==> src/rtl/aes_round_key_store_128.sv <==
// Round-key store for AES-128: captures the cipher key and the ten expanded round keys, then
// serves registered forward/inverse reads. Optional per-byte parity via KEYMEM_PARITY_EN.
module aes_round_key_store_128 #(
    parameter int KEY_W      = 128,
    parameter int NUM_ROUNDS = 10
) (
    input  logic             clk,
    input  logic             reset,
    input  logic             start,
    input  logic [KEY_W-1:0] short_key,
    input  logic [KEY_W-1:0] subkey,
    input  logic [3:0]       cnt128,
    input  logic             valid_skey,
    input  logic             rd_en,
    input  logic [3:0]       rd_round,
    input  logic             rd_inv,
    output logic [KEY_W-1:0] rd_data,
    output logic             rd_valid,
    output logic             rd_err,
    output logic             keys_ready,
    output logic             load_err,
    output logic             par_err,
    output logic [1:0]       dbg_state
);

    localparam int         DEPTH = NUM_ROUNDS + 1;
    localparam logic [3:0] LAST  = 4'(NUM_ROUNDS);

    typedef enum logic [1:0] {
        IDLE  = 2'd0,
        LOAD  = 2'd1,
        READY = 2'd2
    } state_t;

    state_t           r_state;
    state_t           w_next_state;
    logic [3:0]       r_exp_idx;
    logic [3:0]       w_next_idx;
    logic             r_keys_ready;
    logic             r_load_err;
    logic             w_seq_err;
    logic             w_wr_en;
    logic [3:0]       w_wr_idx;
    logic [KEY_W-1:0] w_wr_data;
    logic [KEY_W-1:0] r_mem [0:DEPTH-1];

    logic [KEY_W-1:0] r_rd_data;
    logic             r_rd_valid;
    logic             r_rd_err;
    logic [3:0]       w_slot;
    logic             w_rd_ok;
    logic             w_rd_rej;

    // start wins over any load activity; writes are only taken in LOAD and in strict index order
    always_comb begin
        w_next_state = r_state;
        w_next_idx   = r_exp_idx;
        w_seq_err    = 1'b0;
        w_wr_en      = 1'b0;
        w_wr_idx     = 4'd0;
        w_wr_data    = subkey;
        if (start) begin
            w_next_state = LOAD;
            w_next_idx   = 4'd1;
            w_wr_en      = 1'b1;
            w_wr_data    = short_key;
        end else if (r_state == LOAD && valid_skey) begin
            if (cnt128 == r_exp_idx) begin
                w_wr_en  = 1'b1;
                w_wr_idx = r_exp_idx;
                if (r_exp_idx == LAST) begin
                    w_next_state = READY;
                end else begin
                    w_next_idx = r_exp_idx + 4'd1;
                end
            end else begin
                w_seq_err    = 1'b1;
                w_next_state = IDLE;
            end
        end
    end

    always_ff @(posedge clk or posedge reset) begin
        if (reset) begin
            r_state      <= IDLE;
            r_exp_idx    <= 4'd0;
            r_keys_ready <= 1'b0;
            r_load_err   <= 1'b0;
        end else begin
            r_state      <= w_next_state;
            r_exp_idx    <= w_next_idx;
            r_keys_ready <= (w_next_state == READY);
            if (start) begin
                r_load_err <= 1'b0;
            end else if (w_seq_err) begin
                r_load_err <= 1'b1;
            end
        end
    end

`ifdef KEYMEM_PARITY_EN
    localparam int NB = KEY_W / 8;

    logic [NB-1:0] r_par [0:DEPTH-1];
    logic          r_par_err;

    function automatic logic [NB-1:0] byte_par(input logic [KEY_W-1:0] d);
        logic [NB-1:0] p;
        for (int b = 0; b < NB; b++) begin
            p[b] = ^d[b*8 +: 8];
        end
        return p;
    endfunction
`endif

    always_ff @(posedge clk) begin
        if (w_wr_en) begin
            r_mem[w_wr_idx] <= w_wr_data;
`ifdef KEYMEM_PARITY_EN
            r_par[w_wr_idx] <= byte_par(w_wr_data);
`endif
        end
    end

    // Read handshake: rd_en sampled at an edge yields exactly one of rd_valid (rd_data updated)
    // or rd_err (rd_data held) on the next cycle; no backpressure, one request per cycle.
    assign w_slot   = rd_inv ? (LAST - rd_round) : rd_round;
    assign w_rd_ok  = rd_en && !start && (r_state == READY) && (rd_round <= LAST);
    assign w_rd_rej = rd_en && !w_rd_ok;

    always_ff @(posedge clk or posedge reset) begin
        if (reset) begin
            r_rd_data  <= '0;
            r_rd_valid <= 1'b0;
            r_rd_err   <= 1'b0;
        end else begin
            r_rd_valid <= w_rd_ok;
            r_rd_err   <= w_rd_rej;
            if (w_rd_ok) begin
                r_rd_data <= r_mem[w_slot];
            end
        end
    end

`ifdef KEYMEM_PARITY_EN
    always_ff @(posedge clk or posedge reset) begin
        if (reset) begin
            r_par_err <= 1'b0;
        end else begin
            r_par_err <= w_rd_ok && (byte_par(r_mem[w_slot]) != r_par[w_slot]);
        end
    end
    assign par_err = r_par_err;
`else
    assign par_err = 1'b0;
`endif

    assign rd_data    = r_rd_data;
    assign rd_valid   = r_rd_valid;
    assign rd_err     = r_rd_err;
    assign keys_ready = r_keys_ready;
    assign load_err   = r_load_err;
    assign dbg_state  = r_state;

endmodule
==> config.mk <==
export PLATFORM = sky130hd
export DESIGN_NAME = aes_round_key_store_128
export DESIGN_NICKNAME = d
export VERILOG_FILES = /design/src/rtl/aes_round_key_store_128.sv
export SDC_FILE = /design/constraint.sdc
export NUM_CORES = 2
export LEC_CHECK = 0
export BUFFER_PORTS_ARGS = -buffer_cell sky130_fd_sc_hd__buf_2
export CORE_ASPECT_RATIO = 0.5
export CORE_UTILIZATION = 50
export CTS_CLUSTER_SIZE = 25
export DETAILED_ROUTE_END_ITERATION = 8
export HOLD_SLACK_MARGIN = 0.02
export PLACE_DENSITY_LB_ADDON = 0.08
export SYNTH_ARGS = -nofsm -noshare
export SYNTH_HDL_FRONTEND = slang
export SYNTH_SLANG_ARGS = --single-unit
==> constraint.sdc <==
create_clock -name clk -period 18.1 [get_ports clk]
set_input_delay 1.81 -clock clk [delete_from_list [all_inputs] [get_ports clk]]
set_output_delay 1.81 -clock clk [all_outputs]
set_load 0.01 [all_outputs]
==> results.ini <==
[synthesis]
synth_top_cell_by_area=edfxtp_1
ys_async_sr_fraction_pct=8.926
synth_fp_nets=3498
ys_ff_latch=1546
netlist_instances=3224
synth.distinct_cells=43
netlist.area_leader.share_pct=69.37
synth_area_um2=60950
synth_seq_area_share_pct=75.03
synth.most_common_cell=edfxtp_1
synthTopCellsByCount=1408 x edfxtp_1, 641 x mux2i_1, 138 x dfrtp_1
synth_flop_cell=edfxtp_1
syn_area_per_cell_um2=18.91
synth_warnings=0
synth_edf_count=1408
synth_area_leaders=edfxtp_1 69%, mux2i_1 11%, dfrtp_1 5.7%

[timing]
fin_worst_skew_ns=0.01780
drv_slew=0
grt_setup_unrepaired=no
period_minus_slack_ns=5.535
hold_viol_final=0
finalSetupViolCount=0
max_freq_ghz=0.1807
slew_headroom_pct=26.12
fin_setup_tns_ns=0
worstMarginPinSlew_ns=1.106
finalCritPeriodShare_pct=30.58

[run]
maxCapViolCount=0

[critical_path]
cp-start-kind=primary input
critPathRequiredTime_ns=18.73
path_class=in2reg
critPathCaptureType=flop
path_max_fanout=181
cp.arrival_ns=6.16

[floorplan]
core.rowCount=90
die_area_um2=123400
die_x_um=495.8
initial_core_util_pct=50.49
core_area_um2=120700
ios=405
die_y_um=248.9

[min_path]
hp-class=reg2reg

[final_layout]
final_net_count=3910
area_growth_pct=13.24
drive_above_1_share_pct=25.05

[global_route]
grt_pass1_vias=31570
grt_pass1_wl_um=205000
antenna_found_initial=2
grt.total_usage_pct=22.73
grt_max_degree=182
grt_overflow=0

[power_and_ir_drop]
report.power.total_uw=7396
total_leakage_power_uw=0.02521
p_per_area_nw_per_um2=107.1
max-vdd-ir-drop_uv=60.66

[clock_tree]
clock-sinks=1546
cts_made_buffers=137
postCtsHoldBufs=0
cts_tree=built
cts-resized-gates=0
clock_path_buffers=3
post_cts_buffers=0
clk_latency_ns=0.75
htree_levels=4
clkTransAtPathRegs_ns=0.06
clockRootBuffer=clkbuf_16

[place]
numPortBuffers=403
routabilityCongestion=0.7189
place.detailed.hpwl_um=69100

[drt]
ant_nets=0
num_vias=30940
routed_via_density=5.771
first_iter_violations=3030
drc=0
dr.pass1.iters=7
routed_wl_um=139100
wl_per_cell_um=25.95

[status]
status=complete, no violations

## path summary, 6_finish.rpt
check,slack [ns],cells past startpoint,startpoint,end
max reg2reg,13.35,6,r_exp_idx[0],r_mem[9][90]
max in group asynchronous,15.43,3,reset,rd_data[60]
min reg2reg,0.54,2,rd_data[17],rd_data[17]
max,12.57,10,rd_round[0],rd_data[39]
min in group asynchronous,1.25,2,reset,rd_data[35]
min,0.54,2,rd_data[17],rd_data[17]
## area by class of cell
cell class / count / area, µm²
Clock buffer: 193 / 3948
Antenna cell: 1 / 2.502
Timing Repair Buffer: 463 / 2571
Clock inverter: 59 / 520.5
Tap cell: 1610 / 2014
Sequential cell: 1546 / 45730
Multi-Input combinational cell: 1352 / 13720
Inverter: 136 / 515.5
Fill cell: 9184 / 51690
## sequential cells by signal, summed over array words and instances, names as in the netlist
signal / count
rd_valid: 1
dbg_state: 2
keys_ready: 1
rd_data: 128
rd_err: 1
r_exp_idx: 4
load_err: 1
r_mem: 1408
## layout by cell type, fill, tap and decap left out, drive strengths merged, types with 10 or more instances in the layout
master  Yosys  final
nor2       10     10
clkinv      0     40
edfxtp   1408   1408
mux2      129    129
mux4      128    128
clkbuf     59    193
a222oi    128    128
mux2i     642    642
inv       136    143
buf       131    463
nand2     137    137
o21ai     129    129
dfrtp     138    138
## cell families (layout without fill, tap and decap cells)
kind of cell | Yosys count | count (layout) | share of synthesized area (%)
flops | 1546 | 1546 | 75.03
xor+xnor | 5 | 5 | 0.07184
buf+inv | 326 | 851 | 2.630
other cells | 1 | 2 | 0.006152
compound gates | 269 | 269 | 3.311
fa+ha+maj | 4 | 4 | 0.08211
simple gates | 174 | 174 | 1.191
mux | 899 | 899 | 17.68
## metal layers
layer	GRT usage (%)	part of all wire, %	routed length, µm
met1	32.16	44	61750
met2	37.44	49	68100
met3	2.998	4.8	6677
met4	5.928	1.8	2545
met5	0	0.0079	11
## per-stage QoR
stage	std cells	hold WS (ns)	utilization, %	setup slack, ns	instance area, µm²
6_report	5360	0.5416	57.18	12.57	69020
5_1_grt	5360	0.5714	57.18	12.20	69020
3_5_place_dp	5107	0.5357	53.47	11.67	64550
3_3_place_gp	5107	0.5340	53.47	11.79	64550
2_1_floorplan	3224	0.5305	-	1.576	60950
4_1_cts	5359	0.5455	57.18	12.49	69020
## power by group
group          total [µW]  internal [µW]  leakage (µW)  switching (µW)
logic                 481            197       0.00891             283
registers            3990           3970        0.0141            23.9
clock network        2920           1640       0.00218            1280
total                7400           5800        0.0252            1590
## worst max-delay path, cell delays in order
cell      delay, ns
buf_8          0.52
inv_1          0.11
ha_1           0.36
mux2i_4        0.18
buf_12         0.60
buf_12         0.80
buf_4          0.85
mux4_2         0.36
mux2i_1        0.07
a222oi_1       0.35
No activity file was read; power rests on OpenSTA's default activity.
